[src/rtl/lsu_byte_master.sv]
// Load/store initiator: splits a CPU load/store into byte accesses on a byte-wide
// synchronous RAM, assembles load data little-endian and extends it.
module lsu_byte_master #(
    parameter int ADDR_W      = 10,
    parameter bit ALIGN_CHECK = 1'b1
) (
    input  logic              clk,
    input  logic              rst,
    input  logic              req_valid,
    output logic              req_ready,
    input  logic              req_write,
    input  logic [2:0]        req_type,
    input  logic [31:0]       req_addr,
    input  logic [31:0]       req_wdata,
    output logic              resp_valid,
    output logic [31:0]       resp_rdata,
    output logic              resp_err,
    output logic              mem_en,
    output logic              mem_we,
    output logic [ADDR_W-1:0] mem_addr,
    output logic [7:0]        mem_wdata,
    input  logic [7:0]        mem_rdata
);

    typedef enum logic [1:0] {IDLE, ACCESS, WAIT, RESP} state_t;

    state_t          state, nxt;
    logic            wr_q;
    logic [2:0]      type_q;
    logic [31:0]     wdata_q;
    logic [1:0]      cnt, cnt_nxt, last_q;
    logic            cap_vld;
    logic [1:0]      cap_idx;
    logic [3:0][7:0] rbuf;

    logic            accept, req_err, bad_type, misalign, out_range;
    logic [1:0]      req_last;
    logic [3:0][7:0] rbytes;
    logic [31:0]     load_res;

    assign req_ready = !rst && (state == IDLE);
    assign accept    = req_valid && req_ready;
    assign cnt_nxt   = cnt + 2'd1;

    // Request decode: index of the last byte and the three reject conditions
    always_comb begin
        bad_type  = (req_type == 3'b011) || (req_type == 3'b110) || (req_type == 3'b111);
        req_last  = req_type[1] ? 2'd3 : (req_type[0] ? 2'd1 : 2'd0);
        misalign  = ALIGN_CHECK && (((req_last == 2'd1) && req_addr[0]) ||
                                    ((req_last == 2'd3) && (req_addr[1:0] != 2'b00)));
        out_range = (req_addr >> ADDR_W) != 32'd0;
        req_err   = bad_type || misalign || out_range;
    end

    // The final load byte is still on mem_rdata when the result is formed
    always_comb begin
        for (int j = 0; j < 4; j++)
            rbytes[j] = (cap_vld && (cap_idx == 2'(j))) ? mem_rdata : rbuf[j];
        case (type_q)
            3'b000:  load_res = {{24{rbytes[0][7]}}, rbytes[0]};
            3'b001:  load_res = {{16{rbytes[1][7]}}, rbytes[1], rbytes[0]};
            3'b100:  load_res = {24'd0, rbytes[0]};
            3'b101:  load_res = {16'd0, rbytes[1], rbytes[0]};
            default: load_res = rbytes;
        endcase
    end

    always_ff @(posedge clk) begin
        if (rst) state <= IDLE;
        else     state <= nxt;
    end

    always_comb begin
        nxt = state;
        case (state)
            IDLE:    if (accept) nxt = req_err ? RESP : ACCESS;
            ACCESS:  if (cnt == last_q) nxt = wr_q ? RESP : WAIT;
            WAIT:    nxt = RESP;
            RESP:    nxt = IDLE;
            default: nxt = IDLE;
        endcase
    end

    always_ff @(posedge clk) begin
        if (rst) begin
            wr_q       <= 1'b0;
            type_q     <= 3'd0;
            wdata_q    <= 32'd0;
            cnt        <= 2'd0;
            last_q     <= 2'd0;
            cap_vld    <= 1'b0;
            cap_idx    <= 2'd0;
            rbuf       <= '0;
            mem_en     <= 1'b0;
            mem_we     <= 1'b0;
            mem_addr   <= '0;
            mem_wdata  <= 8'd0;
            resp_valid <= 1'b0;
            resp_rdata <= 32'd0;
            resp_err   <= 1'b0;
        end else begin
            // Read data returns one cycle after a read strobe
            cap_vld    <= mem_en && !mem_we;
            cap_idx    <= cnt;
            if (cap_vld) rbuf[cap_idx] <= mem_rdata;
            resp_valid <= (nxt == RESP);
            mem_en     <= 1'b0;
            mem_we     <= 1'b0;
            if (accept) begin
                wr_q    <= req_write;
                type_q  <= req_type;
                wdata_q <= req_wdata;
                last_q  <= req_last;
                cnt     <= 2'd0;
                if (!req_err) begin
                    mem_en    <= 1'b1;
                    mem_we    <= req_write;
                    mem_addr  <= req_addr[ADDR_W-1:0];
                    mem_wdata <= req_wdata[7:0];
                end
            end else if ((state == ACCESS) && (cnt != last_q)) begin
                cnt       <= cnt_nxt;
                mem_en    <= 1'b1;
                mem_we    <= wr_q;
                mem_addr  <= mem_addr + ADDR_W'(1);
                mem_wdata <= wdata_q[{cnt_nxt, 3'b000} +: 8];
            end
            if (nxt == RESP) begin
                resp_err   <= (state == IDLE);
                resp_rdata <= (state == WAIT) ? load_res : 32'd0;
            end
        end
    end

endmodule

[config.mk]
export PLATFORM = sky130hd
export DESIGN_NAME = lsu_byte_master
export DESIGN_NICKNAME = d
export VERILOG_FILES = /design/src/rtl/lsu_byte_master.sv
export SDC_FILE = /design/constraint.sdc
export NUM_CORES = 1
export LEC_CHECK = 0
export CORE_AREA = 5 5 128 130
export CTS_CLUSTER_DIAMETER = 120
export DETAILED_ROUTE_END_ITERATION = 10
export DIE_AREA = 0 0 133 135
export SLEW_MARGIN = 20
export SYNTH_ARGS = -nofsm -noshare
export SYNTH_HDL_FRONTEND = slang
export SYNTH_SLANG_ARGS = --single-unit
[constraint.sdc]
create_clock -name clk -period 3.22 [get_ports clk]
set_input_delay 0.966 -clock clk [delete_from_list [all_inputs] [get_ports clk]]
set_output_delay 0.966 -clock clk [all_outputs]
set_load 0.01 [all_outputs]
## Word level (Yosys, flattened, before mapping)

Index checks and enable logic that the tools add are counted.

| word-level totals | value |
|---|---|
| bits of input ports | 79 |
| register bits after elaboration | 131 |

| operators by class | value |
|---|---|
| multiplexer cells | 28 |
| reductions and logical operators | 26 |
| equality and inequality tests | 18 |
| shift operators | 1 |
| add/subtract/negate cells | 2 |
| magnitude comparators | 2 |

Operators by type and width:

| operator | number |
|---|---|
| 32-bit one-hot mux with 4 select lines | 1 |
| 8-bit two-way mux | 8 |
| 32-bit bitwise mux | 1 |
| 32-bit two-way mux | 1 |
| 32-bit nonzero test | 1 |
| 32-bit by 6-bit indexed part select with 8-bit output | 1 |
| 10-bit two-way mux | 3 |
| 8-bit demux with 2-bit select | 1 |
| 2-bit equality test, second input constant | 6 |
| 3-bit equality test, second input constant | 4 |
| 1-bit logical AND | 11 |
| 10-bit by 1-bit adder with 10-bit output, second input constant | 1 |
| 1-bit two-way mux | 8 |
| 2-bit two-way mux | 4 |
| 2-bit one-hot mux with 4 select lines | 1 |
| 2-bit by 1-bit equality test with 1-bit output, second input constant | 3 |
| 1-bit logical OR | 5 |
| 2-bit logical NOT | 2 |
| 2-bit nonzero test | 2 |
| 3-bit by 1-bit equality test with 1-bit output, second input constant | 1 |
| 3-bit by 2-bit equality test with 1-bit output, second input constant | 1 |
| 3-bit logical NOT | 1 |
| 2-bit by 3-bit < comparator with 1-bit output, second input constant | 1 |
| 2-bit by 1-bit adder with 2-bit output, second input constant | 1 |
| 7 further kinds | 8 |

## Longest topological paths before layout

Gate-level depths: netlist (run 1).

| logic depth | value |
|---|---|
| depth after elaboration | 11 |
| depth in mapped cells | 8 |

## Least setup slack after synthesis (run 1)

No wires, ideal clock.

| path | value |
|---|---|
| path kind | input to register |
| start | input port rst |
| end | register resp_rdata[20] |
| arrival | 2.492 ns |
| data required time | 3.100 ns |
| stages | 8 |
| buffers on the path | 3 |
| setup time | 0.120 ns |
| path slack | 0.608 ns |
| cell sequence | buf_2 nor3_1 nand2_1 a21oi_2 nor2b_1 buf_2 buf_4 a211o_1 |

| between the ends | value |
|---|---|
| longest elaborated chain between the ends | 6 |

RTL lines:

| what | line | source |
|---|---|---|
| from (decl) | 8 | `input logic rst,` |
| 1-bit logical NOT | 41 | `assign req_ready = !rst && (state == IDLE);` |
| 1-bit logical AND | 41 |  |
| via req_ready | 10 | `output logic req_ready,` |
| 1-bit logical AND | 42 | `assign accept = req_valid && req_ready;` |
| 2-bit two-way mux | 76 | `IDLE: if (accept) nxt = req_err ? RESP : ACCESS;` |
| 2-bit one-hot mux with 4 select lines | 75 | `case (state)` |
| 2-bit equality test | 128 | `if (nxt == RESP) begin` |
| to (signal assigned) | 130 | `resp_rdata <= (state == WAIT) ? load_res : 32'd0;` |
| to (decl) | 16 | `output logic [31:0] resp_rdata,` |

The timed path passes the listed nets, and every way through them passes these cells.
A chain may end at the register's enable or synchronous reset.

## Worst setup path in the final report (run 1)

| path | value |
|---|---|
| start | input port rst |
| end | output port req_ready |

| between the ends | value |
|---|---|
| longest elaborated chain between the ends | 2 |

RTL lines:

| what | line |
|---|---|
| 1-bit logical NOT | 41 |
| 1-bit logical AND | 41 |
| to (decl) | 10 |

Every way passes these cells.

==> reports/results.txt, run 1 <==
CP bufs+invs - 2
vias in the first global route - 4593
n_diodes - 0
switch share - 23.2%
Hold Path Class - register to register
Final Hold Fails - 0
nets@finish - 759
first-pass detailed-route iteration total - 4
pin count of the biggest net entering global routing - 64
CTS H-tree lvls - 4
maximum vdd drop - 0.000396 V
met1 Use GR - 20.4%
library cells used by synthesis - 56
CTS tree - built
fmax - 0.348 GHz
global routing usage on met3 - 5.14%
Slew headroom - 51.4%
met2 Usage GRT - 26.4%
number of flops mapped to enable cells by yosys - 0
fin crit period - 2.87 ns
initial DRC count - 212
cell taking the most area after synthesis - dfxtp_1
Seq pwr share - 43.9%
Port-buffer cells - 133
DRC viols - 0
post-cts resize count - 0
clock slew at reported path FFs - 0.05 ns
clock sink count - 130
global route overflow - 0
Vias/cell - 5.08
antenna viol nets, final - 0
Die W - 133 um
P&R area growth vs syn - 39.8%
share of the synthesized area in the top cell type - 50.4%
Comb power frac - 11.7%
Tot Pwr - 3.96 mW
post-route setup slack - 0.350 ns
CP peak stage delay - 0.60 ns
Switch Pwr - 0.917 mW
row count - 45
Critical Path, Cell by Cell - buf_2, nor3_1, clkdlybuf4s50_1
grt peak-use layer - met2
Syn. warnings - 0
DIE HEIGHT - 135 um
Setup crit start kind - input pin
RSZ-0062 raised after global routing - false
gr usage total - 16.1%
Post-Syn Area per Cell - 9.38 um2
power density over the cells - 549 nW/um2
crit end category - output port
maximum clock path buffer count - 2
internal power - 3.05 mW
worst-path fanout max - 3
crit path kind - input pin to output port
DR vias - 4464
hold_buf cts - 0
dpl ws - 0.180 ns
Seq cells post-synth - 130
max cap viols - 0
dpl hpwl - 10200 um
Required @ worst endpoint - 2.25 ns
first-pass GRT wire length - 23300 um
FFs w/ async S/R, synth - 0%
CTS Root Cell - clkbuf_16
WP data arrival - 1.90 ns
Routed WL - 14100 um
Slew @ Worst Pin - 0.727 ns
Final Cycle Share - 89.1%
core area - 15000 um2
Main synth FF type - dfxtp_1
syn nets - 631
Final Util - 48.0%
TritonCTS Buffers - 17
DR WL/cell - 16.0 um
I/O pins - 134
Setup Skew - 0.00450 ns
fraction of layout cells with a size suffix above 1 - 9.26%
initial antenna violation count - 0
Clock Latency Late Sink - 0.41 ns
postcts setup bufs - 0
status - finished clean
Die Footprint - 18000 um2
Final Max Tran Viols - 0
Crit path max-delay family - buffers and inverters
WHS - 0.447 ns
Initial Util - 34.4%
clock power share - 44.3%
largest cells by area after synthesis - dfxtp_1 (50%), nand2_1 (6.6%), mux2i_1 (6.4%)
CP max stage cell - clkdlybuf4s50_1
Mapped Area - 5170 um2
register area share after synthesis - 50.4%
TNS Setup - 0 ns
GP Congestion - 0.795
Post-Syn Instances - 551
fillers - 1407
leak pwr - 3.08 nW
Final Setup Violations - 0
-- kinds of logic after synthesis --
kind of cell | Yosys count | share of synthesized area [%]
AO/OA/AOI/OAI | 93 | 14.3
AND/OR/NAND/NOR | 241 | 20.7
adder cells (fa/ha/maj) | 1 | 0.242
multiplexers | 42 | 10.1
XOR/XNOR | 4 | 0.678
flip-flops | 130 | 50.4
buffers and inverters | 40 | 3.61
-- worst register-to-register path, delay by kind of cell, from the launching register on --
| family | cells | cell delay, ns |
|---|---|---|
| compound gates | 2 | 0.71 |
| flops | 1 | 0.37 |
| simple gates | 3 | 1.07 |
-- Yosys cell counts, types with 5 or more instances --
master and count:
a211o_1 16, a21oi_1 9, a22o_1 8, a2bb2oi_1 9
a31oi_1 5, and2_1 5, buf_1 5, buf_2 8
clkbuf_1 20, dfxtp_1 130, mux2i_1 33, mux4_2 8
nand2_1 91, nand3_1 42, nor2_1 74, nor2b_1 5
nor4_1 5, o21ai_0 12, o221a_2 8
-- power groups by stage --
stage	Clock, mW	Combinational [mW]	Sequential, mW
after floorplan	0	0.227	1.77
after global placement	0	0.464	1.77
after detailed placement	0	0.469	1.77
after CTS	1.80	0.472	1.74
after global routing	1.88	0.511	1.75
final	1.76	0.465	1.74
-- routing by layer --
| metal | wire (um) | up-vias | share of wire (%) |
|---|---|---|---|
| li1 | - | 2212 | - |
| met3 | 887 | 17 | 6.3 |
| met2 | 6550 | 137 | 47 |
| met4 | 187 | 0 | 1.3 |
| met5 | 0 | - | 0 |
| met1 | 6430 | 2098 | 46 |
-- worst paths after layout --
path	cells past startpoint	slack (ns)	startpoint	end
worst max-delay path	3	0.35	rst	req_ready
worst min register to register	1	0.45	mem_we$_SDFF_PP0_	cap_vld$_SDFF_PP0_
worst min-delay path	1	0.45	mem_we$_SDFF_PP0_	cap_vld$_SDFF_PP0_
worst max register to register	5	0.99	state[0]$_SDFF_PP0_	mem_addr[4]$_SDFFE_PP0P_
-- cells in the final DEF (no fill, tap or decap), types with 9 or more instances in the layout --
master	n
mux2i_1	33
clkbuf_16	17
a2bb2oi_1	9
a21oi_1	9
nand2_1	91
buf_4	12
nand3_1	42
a211o_1	16
clkdlybuf4s50_1	132
nor2_1	74
o21ai_0	11
dfxtp_1	130
-- state kept, by name, indices dropped and copies added (netlist names), named ones only --
name	cells
wdata_q	32
resp_err	1
rbuf	32
mem_wdata	8
state	1
cnt	2
resp_valid	1
mem_en	1
resp_rdata	32
last_q	1
type_q	3
wr_q	1
cap_vld	1
mem_addr	10
cap_idx	2
mem_we	1
-- layout make-up --
| class | count | area, um2 | area share [%] |
|---|---|---|---|
| inverters | 2 | 7.51 | 0.104 |
| multi-input cells | 381 | 2380 | 33.0 |
| clock inverters | 6 | 55.1 | 0.762 |
| well taps | 188 | 235 | 3.26 |
| flip-flops and latches | 130 | 2600 | 36.0 |
| clock buffers | 25 | 485 | 6.72 |
| repair buffers | 147 | 1460 | 20.2 |
-- metrics by stage --
step	cells	instance area, um2
finish	879	7220
global route	879	7220
CTS	879	7220
detailed placement	848	6680
global placement	848	6680
floorplan	551	5170
No activity file was read; power rests on OpenSTA's default activity.
==> inputs of run 2 (changes only) <==
- clock period: 3.22 -> 3.4 ns (I/O delays scaled with it)
==> reports/results.txt, run 2 (synthesis gave the netlist of run 1 again) <==
nets@finish - 760 (+0.13%)
Slew @ Worst Pin - 0.710 ns (-0.0177 ns)
CP bufs+invs - 2 (unchanged)
CTS tree - built
DR WL/cell - 16.2 um (+1.6%)
Final Hold Fails - 0 (unchanged)
commonest non-fill, non-tap cell in the layout - clkdlybuf4s50_1
fmax - 0.324 GHz
global routing usage on met3 - 5.33% (+0.19 points)
DIE HEIGHT - 135 um (unchanged)
fin area - 7220 um2 (about the same)
WP data arrival - 2.06 ns (+0.16 ns)
WHS - 0.446 ns (-0.000902 ns)
worst hold path depth - 1 (unchanged)
maximum clock path buffer count - 2 (unchanged)
postcts setup bufs - 0 (unchanged)
crit end category - output port
Hold Path Class - register to register
CP max stage cell - clkdlybuf4s50_1
Clock Latency Late Sink - 0.41 ns (about the same)
status - finished clean
Die Footprint - 18000 um2 (unchanged)
Final Cycle Share - 90.7%
met2 Usage GRT - 26.7% (+0.31 points)
post-cts resize count - 0 (unchanged)
power density over the cells - 525 nW/um2 (-4.3%)
antenna viol nets, final - 0 (unchanged)
I/O pins - 134 (unchanged)
maximum vdd drop - 0.000374 V (-5.4%)
dpl hpwl - 10200 um (+0.80%)
DP Area - 6660 um2 (-0.26%)
Crit path max-delay family - buffers and inverters
Die W - 133 um (unchanged)
P&R area growth vs syn - 39.7% (about the same)
Setup crit start - rst
most frequent cells in the layout - clkdlybuf4s50_1 (132), dfxtp_1 (130), nand2_1 (91), nor2_1 (74), nand3_1 (42)
TritonCTS Buffers - 17 (unchanged)
Final Setup Violations - 0 (unchanged)
first-pass detailed-route iteration total - 5 (+1)
pin count of the biggest net entering global routing - 64 (unchanged)
DRC viols - 0 (unchanged)
clock slew at reported path FFs - 0.05 ns (about the same)
GP Congestion - 0.799 (+0.44%)
Critical Path, Cell by Cell - buf_2, nor3_1, clkdlybuf4s50_1
first-pass GRT wire length - 23100 um (-0.53%)
Routed WL - 14300 um (+1.7%)
core area - 15000 um2 (unchanged)
Slew headroom - 52.7% (+1.3 points)
fillers - 1425 (+1.3%)
leak pwr - 3.07 nW (-0.31%)
beginning of the worst register-to-register path - cnt[0]$_SDFFE_PP0P_
worst-path fanout max - 3 (unchanged)
row count - 45 (unchanged)
Final Util - 48.0% (about the same)
initial antenna violation count - 0 (unchanged)
R2R cell count - 6 (+1)
TNS Setup - 0 ns (unchanged)
Initial Util - 34.4% (unchanged)
r2r setup slk - 1.06 ns (+0.07 ns)
gr usage total - 16.1% (-0.018 points)
n_diodes - 0 (unchanged)
Tot Pwr - 3.79 mW (-4.4%)
CTS Root Cell - clkbuf_16
Required @ worst endpoint - 2.38 ns (+0.13 ns)
vias in the first global route - 4565 (-0.61%)
Setup Skew - 0.00647 ns (+0.00197 ns)
Setup crit start kind - input pin
global route overflow - 0 (unchanged)
Final Max Tran Viols - 0 (unchanged)
RSZ-0062 raised after global routing - false
crit path kind - input pin to output port
Port-buffer cells - 133 (unchanged)
Reg2Reg Capture Point - mem_addr[8]$_SDFFE_PP0P_
fraction of layout cells with a size suffix above 1 - 9.97% (+0.71 points)
DR vias - 4521 (+1.3%)
fin crit period - 3.08 ns
grt peak-use layer - met2
initial DRC count - 266 (+25%)
end of the critical path - req_ready
Largest regs - rbuf (32), resp_rdata (32), wdata_q (32)
met1 Use GR - 19.8% (-0.55 points)
Vias/cell - 5.14 (+1.2%)
hold_buf cts - 0 (unchanged)
max cap viols - 0 (unchanged)
Critical Path Stages - 3 (unchanged)
CP peak stage delay - 0.63 ns (+0.03 ns)
clock sink count - 130 (unchanged)
CTS H-tree lvls - 4 (unchanged)
run 2: changes by cell type in the layout (fill, tap and decap cells not counted), sizes merged:
| cell | before | now |
|---|---|---|
| clkbuf | 25 | 21 |
| clkinvlp | 0 | 4 |
| buf | 15 | 16 |
run 2: worst register-to-register path: cells and delay by family, from the launching register on:
kind | cells | cell delay [ns]
AOI/OAI and AO/OA | 3 | 1.09
xor gates and xnor gates | 1 | 0.31
buffers and inverters | 1 | 0.24
DFF | 1 | 0.31
and+or+nand+nor | 1 | 0.32
run 2: per-layer routing:
| metal | wire length (um) | up-vias | share of wire, % |
|---|---|---|---|
| li1 | - | 2213 | - |
| met4 | 178 | 0 | 1.2 |
| met1 | 6320 | 2127 | 44 |
| met2 | 6750 | 166 | 47 |
| met3 | 1050 | 15 | 7.3 |
| met5 | 0 | - | 0 |
run 2: worst min path at each step:
| stage | from | to | slack (ns) |
|---|---|---|---|
| 2_1_floorplan | wdata_q[24]$_SDFFE_PP0P_ | wdata_q[24]$_SDFFE_PP0P_ | 0.43 |
| 6_report | mem_we$_SDFF_PP0_ | cap_vld$_SDFF_PP0_ | 0.45 |
| 3_5_place_dp | wdata_q[2]$_SDFFE_PP0P_ | wdata_q[2]$_SDFFE_PP0P_ | 0.45 |
| 4_1_cts | wdata_q[2]$_SDFFE_PP0P_ | wdata_q[2]$_SDFFE_PP0P_ | 0.45 |
| 3_3_place_gp | wdata_q[12]$_SDFFE_PP0P_ | wdata_q[12]$_SDFFE_PP0P_ | 0.44 |
| 5_1_grt | mem_we$_SDFF_PP0_ | cap_vld$_SDFF_PP0_ | 0.47 |
run 2: power by group:
part / leakage [nW] / internal, mW / total, mW / switching, mW
combinational: 1.75 / 0.229 / 0.442 / 0.213
sequential: 1.06 / 1.60 / 1.65 / 0.0466
clock: 0.267 / 1.05 / 1.70 / 0.650
total: 3.07 / 2.88 / 3.79 / 0.910
run 2: metrics by stage:
step,std cells,worst slack [ns]
after global placement,849,0.269
after floorplan,551,0.734
after CTS,880,0.330
after detailed placement,849,0.209
after global routing,880,0.274
final,880,0.317
run 2: cell type report:
| type | count | area (um2) | area share, % |
|---|---|---|---|
| inverter | 2 | 7.51 | 0.104 |
| clock buffer | 21 | 470 | 6.52 |
| multi-input combinational | 381 | 2380 | 33.0 |
| timing repair buffer | 148 | 1440 | 19.9 |
| clock inverter | 10 | 85.1 | 1.18 |
| sequential | 130 | 2600 | 36.0 |
| tap | 188 | 235 | 3.26 |
==> inputs of run 3 (changes only) <==
- PLACE_DENSITY_LB_ADDON: not set -> 0.25
- RECOVER_POWER: not set -> 25
- clock period: 3.4 -> 3.3 ns (I/O delays scaled with it)
==> reports/results.txt, run 3 (synthesis gave the netlist of run 1 again) <==
I/O pins - 134 (unchanged)
Final Cycle Share - 88.5%
fraction of layout cells with a size suffix above 1 - 8.97% (-1.0 points)
Clock Latency Late Sink - 0.41 ns (about the same)
clock sink count - 130 (unchanged)
leak pwr - 3.09 nW (+0.73%)
CP bufs+invs - 2 (unchanged)
worst-path fanout max - 3 (unchanged)
CTS tree - built
core area - 15000 um2 (unchanged)
antenna viol nets, final - 0 (unchanged)
switch share - 22.3% (-1.7 points)
WP data arrival - 1.93 ns (-0.13 ns)
post-cts resize count - 0 (unchanged)
Initial Util - 34.4% (unchanged)
n_diodes - 0 (unchanged)
maximum vdd drop - 0.000357 V (-4.5%)
vias in the first global route - 4550 (-0.33%)
Tot Pwr - 4.04 mW (+6.6%)
postcts setup bufs - 0 (unchanged)
initial antenna violation count - 0 (unchanged)
crit path kind - input pin to output port
power density over the cells - 556 nW/um2 (+6.0%)
hold_buf cts - 0 (unchanged)
fmax - 0.342 GHz
GP Congestion - 0.822 (+2.9%)
TNS Setup - 0 ns (unchanged)
Vias/cell - 5.10 (-0.75%)
status - finished clean
CTS H-tree lvls - 4 (unchanged)
Seq pwr share - 42.1% (-1.4 points)
first-pass GRT wire length - 23200 um (about the same)
Cells after DPL - 849 (unchanged)
initial DRC count - 226 (-15%)
Die Footprint - 18000 um2 (unchanged)
CTS Root Cell - clkbuf_16
maximum clock path buffer count - 2 (unchanged)
dpl hpwl - 10100 um (-1.7%)
Switch Pwr - 0.899 mW (-1.1%)
crit end category - output port
Crit path max-delay family - buffers and inverters
Die W - 133 um (unchanged)
Final Setup Violations - 0 (unchanged)
Port-buffer cells - 133 (unchanged)
clock slew at reported path FFs - 0.05 ns (about the same)
Setup crit start kind - input pin
Post-Layout Cell Count - 879 (-0.11%)
first-pass detailed-route iteration total - 4 (-1)
P&R area growth vs syn - 40.5%
Final Max Tran Viols - 0 (unchanged)
DRC viols - 0 (unchanged)
TritonCTS Buffers - 17 (unchanged)
fin area - 7260 um2 (+0.57%)
Hold Path Class - register to register
most frequent cells in the layout - dfxtp_1 (130), clkdlybuf4s50_1 (126), nand2_1 (91), nor2_1 (74), nand3_1 (42)
gr usage total - 16.2% (+0.071 points)
Final Hold Fails - 0 (unchanged)
max cap viols - 0 (unchanged)
global route overflow - 0 (unchanged)
RSZ-0062 raised after global routing - false
Critical Path, Cell by Cell - clkbuf_1, nor3_1, clkdlybuf4s50_1
row count - 45 (unchanged)
WHS - 0.452 ns (+0.00576 ns)
Setup Skew - 0.00780 ns (+0.00134 ns)
CP peak stage delay - 0.60 ns (-0.03 ns)
DP Area - 6680 um2 (+0.19%)
internal power - 3.14 mW (+9.1%)
nets@finish - 760 (unchanged)
pin count of the biggest net entering global routing - 64 (unchanged)
Slew @ Worst Pin - 1.03 ns (+0.316 ns)
DIE HEIGHT - 135 um (unchanged)
Required @ worst endpoint - 2.31 ns (-0.07 ns)
Comb power frac - 11.1% (-0.6 points)
CP max stage cell - clkdlybuf4s50_1
Largest regs - rbuf (32), resp_rdata (32), wdata_q (32)
Routed WL - 14100 um (-1.2%)
DR WL/cell - 16.1 um (-1.1%)
fin crit period - 2.92 ns
Slew headroom - 31.2% (-22 points)
commonest non-fill, non-tap cell in the layout - dfxtp_1
DR vias - 4482 (-0.86%)
clock power share - 46.8% (+1.9 points)
-- run 3: worst min-delay path, delay by kind of cell, from the launching register on --
kind | cells | cell delay, ns
simple gates | 2 | 0.10
flops | 1 | 0.30
-- run 3: metrics by stage --
step | utilization (%) | worst slack, ns
finish | 48.3 | 0.379
global route | 48.3 | 0.218
CTS | 48.4 | 0.360
detailed placement | 44.4 | 0.221
global placement | 44.4 | 0.284
floorplan | - | 0.664
-- run 3: power groups by stage --
stage	sequential [mW]	combinational, mW	clock, mW
floorplan	1.73	0.221	0
global placement	1.73	0.450	0
detailed placement	1.73	0.455	0
CTS	1.70	0.459	1.93
global route	1.71	0.493	1.99
finish	1.70	0.449	1.89
-- run 3: cell type report --
type,count,area (um2)
Clock inverter,5,100
Inverter,2,7.51
Clock buffer,25,495
Sequential cell,130,2600
Multi-Input combinational cell,381,2380
Timing Repair Buffer,148,1440
Fill cell,1414,7770
Tap cell,188,235
-- run 3: path summary, 6_finish.rpt --
kind	from	end	slack [ns]	cells past startpoint
worst max register to register	type_q[1]$_SDFFE_PP0P_	mem_addr[3]$_SDFFE_PP0P_	0.78	4
worst min-delay path	wdata_q[27]$_SDFFE_PP0P_	wdata_q[27]$_SDFFE_PP0P_	0.45	2
worst min register to register	wdata_q[27]$_SDFFE_PP0P_	wdata_q[27]$_SDFFE_PP0P_	0.45	2
worst max-delay path	rst	req_ready	0.38	3
-- run 3: routing by layer --
layer / vias up / track usage [%] / routed length (um)
li1: 2205 / - / -
met1: 2109 / 19.9 / 6320
met2: 141 / 26.4 / 6620
met3: 27 / 5.29 / 857
met4: 0 / 6.29 / 319
met5: - / 0 / 0
==> RTL change, RTL diff (flow settings as in run 3) <==
Set the parameter `ADDR_W` to 12 (it was 10).
--- a/src/rtl/lsu_byte_master.sv
+++ b/src/rtl/lsu_byte_master.sv
@@ -1,7 +1,7 @@
 // Load/store initiator: splits a CPU load/store into byte accesses on a byte-wide
 // synchronous RAM, assembles load data little-endian and extends it.
 module lsu_byte_master #(
-    parameter int ADDR_W      = 10,
+    parameter int ADDR_W      = 12,
     parameter bit ALIGN_CHECK = 1'b1
 ) (
     input  logic              clk,
Ports: changed (resized mem_addr); port bits go from 134 to 136. The function was not compared with the original's and may differ.
==> RTL change against run 3 <==
- setup slack got worse by 29 ps
- sequential cell count increased by 2
- routed wire length increased by 1.3%
- die area unchanged
- synthesized area increased by 2.6%
- critical path depth unchanged
- largest cell class unchanged
- critical endpoint unchanged
- register-to-register slack improved by 160 ps
- final area increased by 2.6%
- power increased by 0.85%
==> RTL change: results (changes against run 3) <==
Timing
  – Clk_skew: 8.23 ps (was 7.80 ps)
  – Fin crit share: 0.894 (was 0.885)
  – Max_slew headroom: 0.354 (was 0.312)
  – Hold_ws: 460 ps (was 452 ps)

Pwr
  – Power Dens Cells: 547 nW/um2 (was 556 nW/um2)
  – Leak: 2.99 nW (was 3.09 nW)
  – Max VDD drop: 0.362 mV (was 0.357 mV)

Yosys
  – Mapped Cells: 558 (was 551)
  – Sequential element share of the synthesized area: 0.498 (was 0.504)
  – Top cells by area, synth: dfxtp_1 50%, nand2_1 6.9%, mux2i_1 6.2% (was dfxtp_1 50%, nand2_1 6.6%, mux2i_1 6.4%)
  – Mapped Area: 5300 um2 (was 5170 um2)
  – Synth cell types: 50 (was 56)
  – Syn Nets: 638 (was 631)

Routing
  – DRT iter0 DRCs: 242 (was 226)
  – WL final: 14300 um (was 14100 um)
  – Met1 WL: 6370 um (was 6320 um)
  – Vias/cell: 5.17 (was 5.10)
  – Drt pass-1 iters: 5 (was 4)
  – WL met3: 855 um (was 857 um)
  – Met2 WL post-DR: 6780 um (was 6620 um)

GRT
  – GRT met3 Usage: 0.0473 (was 0.0529)
  – First-pass GRT wire length: 23200 um (about the same)
  – Maximum number of pins on one net before global-route repair: 102 (was 64)
  – Global-route track usage on met1: 0.197 (was 0.199)
  – Met2 Track Usage GR: 0.260 (was 0.264)
  – Antenna violations before repair: 0 (unchanged)
  – Total track usage: 0.160 (was 0.162)

Cells and area
  – Clkbuf count: 23 (was 25)
  – Final Util: 0.496 (was 0.483)
  – Fin nets: 768 (was 760)
  – Seq area share: 0.355 (was 0.358)
  – Layout sequential cell count: 132 (was 130)
  – Buffering overhead: 0.197 (was 0.199)
  – Share of layout cells above drive strength 1: 0.0986 (was 0.0897)
  – Nonclk inv count: 12 (was 2)
  – Layout clock area frac: 0.0809 (was 0.0820)
  – Signal buffers: 150 (was 148)
  – Comb_multi_in: 375 (was 381)
  – Fill cells: 1401 (was 1414)

Place
  – DP Wirelength: 9970 um (was 10100 um)
  – Setup WS pre-CTS: 255 ps (was 221 ps)
  – Buffers on Ports: 135 (was 133)
  – Cell count after placement: 857 (was 849)

CTS
  – H-tree Lvls: 4 (unchanged)

Worst setup path
  – Crit path DAT: 1960 ps (was 1930 ps)
  – Reg2reg start: type_q[1] (unchanged)
  – Reg2reg path depth: 6 (was 4)
  – R2r setup slk: 940 ps (was 780 ps)
  – RR Endpoint: mem_addr[11] (was mem_addr[3])

Status
  – Outcome: complete, no violations (unchanged)

Worst hold path
  – Hold Path Origin: resp_err (was wdata_q[27])
==> RTL change: cell types whose count changed after synthesis, moves of 5 or more <==
| cell | before | now |
|---|---|---|
| a211o_1 | 16 | 1 |
| a21oi_1 | 9 | 26 |
| a22o_1 | 8 | 31 |
| a2bb2oi_1 | 9 | 1 |
| buf_1 | 5 | 12 |
| inv_1 | 2 | 12 |
| nand2_1 | 91 | 97 |
| nand3_1 | 42 | 9 |
| nand3b_1 | 2 | 33 |
| nand4_1 | 1 | 6 |
| nor2_1 | 74 | 47 |
==> RTL change: logic make-up (layout without fill, tap and decap cells) <==
group / count (synthesis) / count (layout) / synth area share
compound gates: 104 / 104 / 0.152
xor+xnor: 4 / 4 / 0.00661
fa+ha+maj: 1 / 1 / 0.00236
buf+inv: 51 / 193 / 0.0408
flops: 132 / 132 / 0.498
mux: 41 / 41 / 0.0963
simple gates: 225 / 225 / 0.204
==> RTL change: critical path, cell delays in order <==
cell and delay (ps):
clkbuf_1 80, nor3_1 280, clkdlybuf4s50_1 610
